**config.mk**
```make
export PLATFORM = sky130hd
export DESIGN_NAME = mem_arbiter
export DESIGN_NICKNAME = d
export VERILOG_FILES = /design/src/rtl/mem_arbiter_pkg.sv /design/src/rtl/mem_arbiter_fsm.sv /design/src/rtl/mem_arbiter.sv
export SDC_FILE = /design/constraint.sdc
export NUM_CORES = 1
export LEC_CHECK = 0
export BUFFER_PORTS_ARGS = -buffer_cell sky130_fd_sc_hd__buf_2
export CORE_AREA = 4 4 155 157
export CTS_CLUSTER_SIZE = 20
export DETAILED_ROUTE_END_ITERATION = 8
export DIE_AREA = 0 0 159 161
export MAX_ROUTING_LAYER = met4
export PLACE_DENSITY = 0.45
export SLEW_MARGIN = 10
export SYNTH_ARGS = -nofsm -noshare
export SYNTH_HDL_FRONTEND = slang
export SYNTH_SLANG_ARGS = --single-unit
```
**constraint.sdc**
```tcl
create_clock -name clk -period 2.6 [get_ports clk]
set_input_delay 0.26 -clock clk [delete_from_list [all_inputs] [get_ports clk]]
set_output_delay 0.26 -clock clk [all_outputs]
set_load 0.01 [all_outputs]
```
**src/rtl/mem_arbiter_pkg.sv**
```systemverilog
// Shared types for the two-master data-memory arbiter: bus widths and FSM states.
package mem_arbiter_pkg;

  localparam int MEM_DATA_W = 32;
  localparam int MEM_ADDR_W = 32;

  typedef logic [MEM_DATA_W-1:0] MemBus;
  typedef logic [MEM_ADDR_W-1:0] MemAddrBus;

  typedef enum logic [1:0] {
    ARB_IDLE,
    ARB_GNT0,
    ARB_GNT1
  } arb_state_e;

endpackage

```
**src/rtl/mem_arbiter_fsm.sv**
```systemverilog
// Round-robin grant FSM with a last-granted pointer; the optional burst counter
// is compiled in when ARB_BURST_LIMIT_EN is defined.
module mem_arbiter_fsm
  import mem_arbiter_pkg::*;
#(
  parameter int BURST_MAX = 16
) (
  input  logic clk,
  input  logic rst,
  input  logic req0,
  input  logic req1,
  output logic gnt0,
  output logic gnt1
);

  if (BURST_MAX < 1 || BURST_MAX > 255) begin : g_bad_burst_max
    $error("mem_arbiter_fsm: BURST_MAX must be in 1..255");
  end

  arb_state_e state;
  arb_state_e next_state;
  logic       last;
  logic       burst_hit;

`ifdef ARB_BURST_LIMIT_EN
  localparam int CNT_W = $clog2(BURST_MAX + 1);
  localparam logic [CNT_W-1:0] CNT_TOP = CNT_W'(BURST_MAX - 1);

  logic [CNT_W-1:0] cnt;

  assign burst_hit = (cnt == CNT_TOP);

  // Counts cycles spent in the current grant; restarts whenever ownership changes.
  always_ff @(posedge clk or posedge rst) begin
    if (rst) begin
      cnt <= '0;
    end else if (next_state != state || next_state == ARB_IDLE) begin
      cnt <= '0;
    end else if (cnt != CNT_TOP) begin
      cnt <= cnt + 1'b1;
    end
  end
`else
  assign burst_hit = 1'b0;
`endif

  always_ff @(posedge clk or posedge rst) begin
    if (rst) begin
      state <= ARB_IDLE;
      last  <= 1'b1;
    end else begin
      state <= next_state;
      if (next_state != state && next_state == ARB_GNT0) last <= 1'b0;
      if (next_state != state && next_state == ARB_GNT1) last <= 1'b1;
    end
  end

  // An owner dropping its request hands straight over, with no IDLE bubble.
  always_comb begin
    next_state = state;
    unique case (state)
      ARB_IDLE: begin
        if (req0 && req1)  next_state = last ? ARB_GNT0 : ARB_GNT1;
        else if (req0)     next_state = ARB_GNT0;
        else if (req1)     next_state = ARB_GNT1;
      end
      ARB_GNT0: begin
        if (req0) begin
          if (req1 && burst_hit) next_state = ARB_GNT1;
        end else begin
          next_state = req1 ? ARB_GNT1 : ARB_IDLE;
        end
      end
      ARB_GNT1: begin
        if (req1) begin
          if (req0 && burst_hit) next_state = ARB_GNT0;
        end else begin
          next_state = req0 ? ARB_GNT0 : ARB_IDLE;
        end
      end
      default: next_state = ARB_IDLE;
    endcase
  end

  assign gnt0 = (state == ARB_GNT0);
  assign gnt1 = (state == ARB_GNT1);

endmodule

```
**src/rtl/mem_arbiter.sv**
```systemverilog
// Shares the single bus master port between m0 (core LSU) and m1 (DMA/debug).
// Define ARB_BURST_LIMIT_EN to force hand-over after BURST_MAX cycles under contention.
module mem_arbiter
  import mem_arbiter_pkg::*;
#(
  parameter int BURST_MAX = 16
) (
  input  logic      clk,
  input  logic      rst,
  input  logic      m0_req,
  input  MemAddrBus m0_waddr,
  input  MemAddrBus m0_raddr,
  input  MemBus     m0_wdata,
  input  logic [3:0] m0_we,
  output logic      m0_gnt,
  output MemBus     m0_rdata,
  input  logic      m1_req,
  input  MemAddrBus m1_waddr,
  input  MemAddrBus m1_raddr,
  input  MemBus     m1_wdata,
  input  logic [3:0] m1_we,
  output logic      m1_gnt,
  output MemBus     m1_rdata,
  output MemAddrBus s_waddr,
  output MemAddrBus s_raddr,
  output MemBus     s_wdata,
  output logic [3:0] s_we,
  input  MemBus     s_rdata
);

  mem_arbiter_fsm #(
    .BURST_MAX(BURST_MAX)
  ) u_fsm (
    .clk (clk),
    .rst (rst),
    .req0(m0_req),
    .req1(m1_req),
    .gnt0(m0_gnt),
    .gnt1(m1_gnt)
  );

  // Write enables are masked by req so a grant lingering after req drops cannot write.
  always_comb begin
    s_waddr = '0;
    s_raddr = '0;
    s_wdata = '0;
    s_we    = 4'b0;
    if (m0_gnt) begin
      s_waddr = m0_waddr;
      s_raddr = m0_raddr;
      s_wdata = m0_wdata;
      s_we    = m0_req ? m0_we : 4'b0;
    end else if (m1_gnt) begin
      s_waddr = m1_waddr;
      s_raddr = m1_raddr;
      s_wdata = m1_wdata;
      s_we    = m1_req ? m1_we : 4'b0;
    end
  end

  assign m0_rdata = s_rdata;
  assign m1_rdata = s_rdata;

endmodule

```
# ---- Yosys cells after proc, flatten, opt, wreduce, memory -nomap -nowiden
# Index checks and enable logic that the tools add are counted.
dict set report classes {
  n_reduce_logical 5
  eq_ne 5
  n_mux 21
}
# op n
set op_table {}
lappend op_table {{2-to-1 mux 32 bit} 6}
lappend op_table {{2-to-1 mux 4 bit} 4}
lappend op_table {{2-to-1 mux 2 bit} 7}
lappend op_table {{case mux 2 bit (3 select lines)} 1}
lappend op_table {{equality test 2 x 1 -> 1 bit, second input constant} 2}
lappend op_table {{equality test 2 bit, second input constant} 2}
lappend op_table {{logical AND 1 bit} 3}
lappend op_table {{2-to-1 mux 1 bit} 3}
lappend op_table {{logical NOT 2 bit} 1}
lappend op_table {{inequality test 2 bit} 1}
lappend op_table {{nonzero test 2 bit} 1}
dict set report totals {
  ff_bits 3
  wordCells 33
}

# ---- Logic depth before layout (Yosys ltp)
# Gate-level depths: netlist of the first run.
dict set report logic_depth {
  ltp_word 8
  ltp_mapped 5
  depth_no_buf 3
}

# ---- Cells and area by module
# Synthesis of the first run repeated with hierarchy kept, for this count alone.
dict set report unflattened {
  cells_unflattened 217
  area_unflattened_um2 1702.9
}
# mod cells_per_inst n_inst seq_area_each_um2 area_per_inst_um2
set modules_own_cells {}
lappend modules_own_cells {mem_arbiter 198 1 0.0 1550.2}
lappend modules_own_cells {mem_arbiter_fsm 19 1 76.3 152.6}

# ---- Worst setup path before layout of the first run
# No wires, ideal clock.
dict set report synth_timing {
  kind {register to output}
  startpoint {reg u_fsm.state[1]}
  endpoint {out s_raddr[23]}
  required_time_ps 2340
  arrival_time_ps 1187
  path_slack_ps 1153
  stages_incl_launch_ff 6
  path_cell_list {dfrtp_1 > nor2b_1 > buf_2 > buf_4 > buf_4 > a22o_1}
}
dict set report synth_between {
  elab_chain_cells 3
}
# element line_no
set synth_lines {}
lappend synth_lines {{start: declaration} mem_arbiter_fsm.sv:20} ;# arb_state_e state;
lappend synth_lines {{start signal: assignment} mem_arbiter_fsm.sv:52} ;# state <= next_state;
lappend synth_lines {{equality test 2 bit} mem_arbiter_fsm.sv:86} ;# assign gnt1 = (state == ARB_GNT1);
lappend synth_lines {{2-to-1 mux 32 bit} mem_arbiter.sv:53} ;# end else if (m1_gnt) begin
lappend synth_lines {{2-to-1 mux 32 bit (*)} mem_arbiter.sv:48} ;# if (m0_gnt) begin
lappend synth_lines {{end: declaration} mem_arbiter.sv:25} ;# output MemAddrBus s_raddr,
# Mark *: on every way between the ends. The rest lies on a longest branch, timed or not.

# ---- Worst setup path after layout of the first run
dict set report layout_timing {
  startpoint {reg u_fsm.state[1]}
  endpoint {out s_we[2]}
}
dict set report layout_between {
  elab_chain_cells 3
}
# element line_no
set layout_lines {}
lappend layout_lines {{equality test 2 bit} mem_arbiter_fsm.sv:86}
lappend layout_lines {{2-to-1 mux 4 bit} mem_arbiter.sv:53}
lappend layout_lines {{2-to-1 mux 4 bit (*)} mem_arbiter.sv:48}
lappend layout_lines {{end: declaration} mem_arbiter.sv:27} ;# output logic [3:0] s_we,
# Marked as above.

==> results by group, run 1 <==
Yosys
  – Post-synthesis cell count: 204
  – Post-Synth Simple-Gate Area: 3.26%
  – #FFs+latches synth: 3
  – Top cell type's share of synthesized area: 51.0%
  – Avg Synthesized Cell Area: 8.08 um^2
  – Syn_nets: 440
  – Post-Syn Area: 0.00165 mm^2
  – Synth area leader: a22o_1
  – Mux contribution to synthesized area: 0%
  – Post-synthesis xor/xnor area fraction: 0%
  – Yosys Warn Count: 0
  – Sequential share of the synthesized area: 4.63%
  – Largest family of logic cells by synthesized area: compound AO/OA/AOI/OAI gates
  – Library cells used by synthesis: 16
  – Synth top area cells: a22o_1, buf_4, buf_2
  – Synth Area in Compound Gates: 54.9%
  – Adder-Cell Fraction of Synth Area: 0%

Placement
  – Post-placement cell count: 710
  – Post-DP HPWL: 9.61 mm
  – Port Buffers: 305
  – Final GP Congestion: 0.769

Status
  – Status: complete, no violations

Layout
  – Synth-to-Final Area Change: 86.3%
  – Share of post-route cells with drive strength above 1: 72.8%
  – Non-Filler Instances: 716
  – # nets final: 667

Floorplan
  – # rows: 55
  – Initial cell density of the core: 7.33%
  – Full die area: 0.0256 mm^2
  – IO Pins: 402
  – Core area: 0.0225 mm^2
  – Die X: 159 um
  – Height of the die: 161 um

Critical path
  – Reg-to-Reg Start: u_fsm.state[1]
  – Crit-path cells: nor2b_4 -> buf_12 -> and2_1 -> a32o_1 -> buf_2
  – Worst r2r path cells: 3
  – Slowest-stage cell, CP: dfrtp_1
  – Critical Path Max Stage Delay: 450 ps
  – CP Launch Type: register
  – Critical Path RT: 2340 ps
  – CP Class: reg -> out
  – R2R setup slack: 1420 ps
  – R2R Path End: u_fsm.last
  – Data arrival, critical path: 1800 ps
  – CP endpoint kind: output port
  – Critical path fanouts, max: 98

STA
  – Slew @ Worst Pin: 447 ps
  – Min Hold Slack: 310 ps
  – Rel. slew slack: 70.2%
  – RSZ-0062 raised after global routing: false
  – Final Cycle Share: 79.1%
  – Final Hold Vio Count: 0
  – Final number of max-transition violations: 0
  – Minimum clock period: 2060 ps
  – Fmax: 486 MHz
  – Layout Skew: 1.70 ps
  – Setup TNS: 0 ps
  – Final setup violating endpoints: 0

Global route
  – Vias in the first global route: 2539
  – Initial antenna violation count: 1
  – GRT overflow: 0
  – Global-route wire length before repair: 15.6 mm
  – Largest net degree at the start of global routing: 102
  – Total GRT Usage: 7.91%

Power
  – Clock share of power: 18.9%
  – Pleak: 1.81 nW
  – Sequential Power Share: 5.5%
  – Sw Share: 43.7%
  – PD cells: 419 mW/mm^2
  – Combinational cell fraction of total power: 75.6%
  – Psw: 0.000562 W
  – Peak supply drop: 0.000177 V
  – Internal Dissipation: 0.000724 W

Clocking
  – CTS tree: yes
  – Clock Tree Root: clkbuf_16
  – Clock transition at path regs: 30 ps
  – H-Tree Depth: 1
  – CTS Sinks: 3
  – Clock buffer count from CTS: 3
  – Setup repair bufs after CTS: 0
  – # hold bufs at CTS: 1
  – CTS resizes: 0
  – Skew-Pair Late Insertion Delay: 220 ps
  – CTS Buffer Depth: 2

Hold path
  – Hold-critical path endpoint: u_fsm.last
  – Worst hold start: m0_req
  – Hold-critical path depth: 2
  – Worst hold path type: in -> reg

Route
  – First-pass DRT Iterations: 4
  – Detailed-route vias per instance: 3.52
  – ANT nets after route: 0
  – Starting DRT DRC Count: 150
  – Post-Route WL: 11.1 mm
  – Residual DRC count: 0
  – Via count: 2522
  – Drt wl/cell: 15.5 um

Run
  – Max-cap violations: 0
==> per-stage QoR <==
stage,util [%],total power [W],setup slack (ps),area (um^2)
final,13.7,0.00129,544,3070
after global routing,13.7,0.00138,408,3070
after CTS,13.6,0.00130,535,3070
after detailed placement,13.2,0.00105,783,2980
after global placement,13.2,0.00105,792,2980
after floorplan,-,0.000685,1150,1650
==> area by class of cell <==
cell class,count,area (um^2)
diodes,1,2.50
clock buffers,4,78.8
fillers,2590,19400
inverters,2,7.51
multi-input cells,113,973
flip-flops and latches,3,76.3
well taps,285,357
repair buffers,308,1580
==> Yosys cell counts <==
master     n
or3b_1     1
o22ai_1    2
a22o_1    96
a32o_1     4
a21oi_1    1
nor2b_1    3
inv_1      2
buf_4     71
nor2_1     1
dfstp_2    1
clkbuf_1   1
nand2_1    1
a31oi_1    1
and2_1     3
buf_2     14
dfrtp_1    2
==> power groups by stage <==
stage	clock [W]	combinational, W	sequential [W]
2_1_floorplan	0	0.000619	0.0000662
3_3_place_gp	0	0.000980	0.0000706
4_1_cts	0.000247	0.000986	0.0000706
5_1_grt	0.000251	0.00106	0.0000740
3_5_place_dp	0	0.000982	0.0000711
6_report	0.000243	0.000973	0.0000706
==> critical path, delay by kind of cell, from the launching register on <==
kind                   cells  cell delay (ps)
DFF                        1              450
AOI/OAI and AO/OA          1              160
and+or+nand+nor            2              460
buffers and inverters      2              480
==> layer usage <==
| layer | share of wire [%] | GRT usage, % | up-vias | wire length, um |
|---|---|---|---|---|
| li1 | - | - | 1190 | - |
| met2 | 47 | 13.0 | 202 | 5190 |
| met4 | 2.7 | 2.52 | 0 | 301 |
| met5 | 0 | - | - | 0 |
| met3 | 12 | 2.55 | 41 | 1350 |
| met1 | 38 | 9.24 | 1089 | 4260 |
==> registers in the layout (all words and copies together), names as in the netlist <==
| name | cells |
|---|---|
| u_fsm.last | 1 |
| u_fsm.state | 2 |
==> worst max-delay path by stage <==
stage / cells past startpoint / slack, ps / end / start
global route: 5 / 410 / s_we[2] / u_fsm.state[1]
global placement: 5 / 790 / s_we[1] / u_fsm.state[1]
detailed placement: 5 / 780 / s_we[2] / u_fsm.state[1]
CTS: 5 / 540 / s_we[2] / u_fsm.state[1]
finish: 5 / 540 / s_we[2] / u_fsm.state[1]
floorplan: 5 / 1150 / s_raddr[23] / u_fsm.state[1]
==> logic make-up after synthesis <==
logic type / count (synthesis)
AOI/OAI and AO/OA: 104
and+or+nand+nor: 9
DFF: 3
buffers and inverters: 88
==> placed cells by master, fill, tap and decap left out, types with 2 or more instances in the layout <==
cell       count
a22o_1        96
dfrtp_1        2
inv_1          2
buf_2        305
nor2b_4        2
clkbuf_16      3
buf_12         2
and2_1         3
o22ai_1        2
a32o_1         4
Note: power is estimated with default switching activity, not from simulation.
==> inputs of run 2 (changes only) <==
--- a/config.mk
+++ b/config.mk
@@ -6,12 +6,12 @@
 export NUM_CORES = 1
 export LEC_CHECK = 0
 export BUFFER_PORTS_ARGS = -buffer_cell sky130_fd_sc_hd__buf_2
-export CORE_AREA = 4 4 155 157
+export CORE_AREA = 4 4 156 158
 export CTS_CLUSTER_SIZE = 20
 export DETAILED_ROUTE_END_ITERATION = 8
-export DIE_AREA = 0 0 159 161
+export DIE_AREA = 0 0 160 162
 export MAX_ROUTING_LAYER = met4
-export PLACE_DENSITY = 0.45
+export PLACE_DENSITY = 0.46
 export SLEW_MARGIN = 10
 export SYNTH_ARGS = -nofsm -noshare
 export SYNTH_HDL_FRONTEND = slang
==> constraint.sdc (replaced) <==
create_clock -name clk -period 1.67 [get_ports clk]
set_input_delay 0.167 -clock clk [delete_from_list [all_inputs] [get_ports clk]]
set_output_delay 0.167 -clock clk [all_outputs]
set_load 0.01 [all_outputs]
==> run 2 against run 1 <==
  * Global-route usage up 0.97 points
  * Flip-flop and latch count unchanged
  * First-iteration DRC count down 47%
  * Cell count up 2.8%
  * Combinational power up 89%
  * Core utilization up 1.1 points
  * Critical endpoint is now s_wdata[17]
==> results by group, run 2 (synthesis gave the netlist of run 1 again) <==
Route
  – Drt wl/cell: 18.4 um
  – Detailed-route vias per instance: 3.64
  – Starting DRT DRC Count: 79
  – First-pass DRT Iterations: 4
  – Residual DRC count: 0
  – Post-Route WL: 13.5 mm
  – ANT nets after route: 0
  – Via count: 2678

Layout
  – Largest registers: u_fsm.state x2, u_fsm.last x1
  – Max reg flops: 2
  – Most frequent cells in the layout: buf_2, a22o_1, buf_6
  – Ant. Diodes: 0
  – Fin util: 14.8%
  – Commonest non-fill, non-tap cell in the layout: buf_2
  – Non-Filler Instances: 736
  – Register name with the most flops: u_fsm.state
  – Share of post-route cells with drive strength above 1: 74.7%
  – # nets final: 683
  – Synth-to-Final Area Change: 107%

Placement
  – Port Buffers: 305
  – Final GP Congestion: 0.683
  – Post-DP HPWL: 10.2 mm
  – Place WS: 142 ps
  – Post-placement cell count: 717

STA
  – Worst setup margin: 1.36 ps
  – Layout Skew: 0.644 ps
  – Final Cycle Share: 99.9%
  – Final Hold Vio Count: 0
  – Slew @ Worst Pin: 232 ps
  – Minimum clock period: 1670 ps
  – Rel. slew slack: 84.5%
  – RSZ-0062 raised after global routing: true
  – Final setup violating endpoints: 0
  – Final number of max-transition violations: 0
  – Fmax: 599 MHz

Clocking
  – CTS Buffer Depth: 2
  – H-Tree Depth: 1
  – Clock Tree Root: clkbuf_16
  – Clock buffer count from CTS: 3
  – Clock transition at path regs: 30 ps
  – Skew-Pair Late Insertion Delay: 230 ps
  – CTS Sinks: 3
  – CTS tree: yes

Global route
  – Vias in the first global route: 2672
  – Initial antenna violation count: 0
  – Total GRT Usage: 8.88%
  – GRT overflow: 0
  – Largest net degree at the start of global routing: 50
  – Global-route wire length before repair: 17.2 mm

Floorplan
  – Initial cell density of the core: 7.13%
  – Core area: 0.0231 mm^2
  – # rows: 56
  – IO Pins: 402
  – Die X: 160 um
  – Full die area: 0.0259 mm^2
  – Height of the die: 162 um

Critical path
  – CP Launch Type: register
  – Data arrival, critical path: 1500 ps
  – CP Class: reg -> out
  – Critical Path RT: 1500 ps
  – Critical path fanouts, max: 13
  – CP endpoint kind: output port

Power
  – PD cells: 682 mW/mm^2
  – Peak supply drop: 0.000365 V
  – Pleak: 1.96 nW
  – Pwr Total: 0.00233 W

Hold path
  – Worst hold path type: in -> reg

Run
  – Max-cap violations: 0

Status
  – Status: complete, no violations
[run 2: routing by layer]
metal  up-vias  global-route usage, %  part of all wire (%)
met4         0                   1.64                   1.2
met3        20                   2.56                    10
met5         -                      -                     0
met1      1211                   10.6                    39
li1       1226                      -                     -
met2       221                   15.1                    50
[run 2: worst max-delay path: stages, from the launching register on]
cell     delay (ps)
dfrtp_2         420
nor2b_4         150
buf_6           140
buf_12          150
a22o_1          260
buf_2           150
[run 2: path summary, 6_finish.rpt]
check | start | to | slack, ps | cells after the start
min | m0_req | u_fsm.last | 210 | 2
max in group asynchronous | rst | u_fsm.last | 1060 | 3
max | u_fsm.state[0] | s_wdata[17] | 1 | 5
min in group asynchronous | rst | u_fsm.state[1] | 390 | 3
max reg2reg | u_fsm.state[0] | u_fsm.last | 480 | 3
min reg2reg | u_fsm.last | u_fsm.last | 520 | 2
[run 2: timing repair]
item	4_1_cts	5_1_grt
setup buffers	5	2
hold endpoints to repair	2	0
endpoints found under the setup margin	95	100
pin swaps	10	7
hold buffers	1	0
gates resized for setup	13	11
cloned	3	5
[run 2: power breakdown]
group	switching (W)	internal, W
clock	0.0000679	0.000315
sequential	0.0000165	0.0000919
combinational	0.000900	0.000938
[run 2: area by class of cell]
class / instances / area, um^2
Clock buffer: 4 / 78.8
Sequential cell: 3 / 78.8
Multi-Input combinational cell: 113 / 983
Tap cell: 290 / 363
Fill cell: 2664 / 19700
Timing Repair Buffer: 324 / 1910
Inverter: 2 / 7.51
[run 2: through the flow]
step / cell area, um^2 / hold WS (ps) / setup TNS [ps]
2_1_floorplan: 1650 / -80.1 / 0
3_3_place_gp: 3030 / 52.7 / 0
3_5_place_dp: 3030 / 52.8 / 0
4_1_cts: 3280 / 207 / -73.8
5_1_grt: 3420 / 224 / -246
6_report: 3420 / 212 / 0
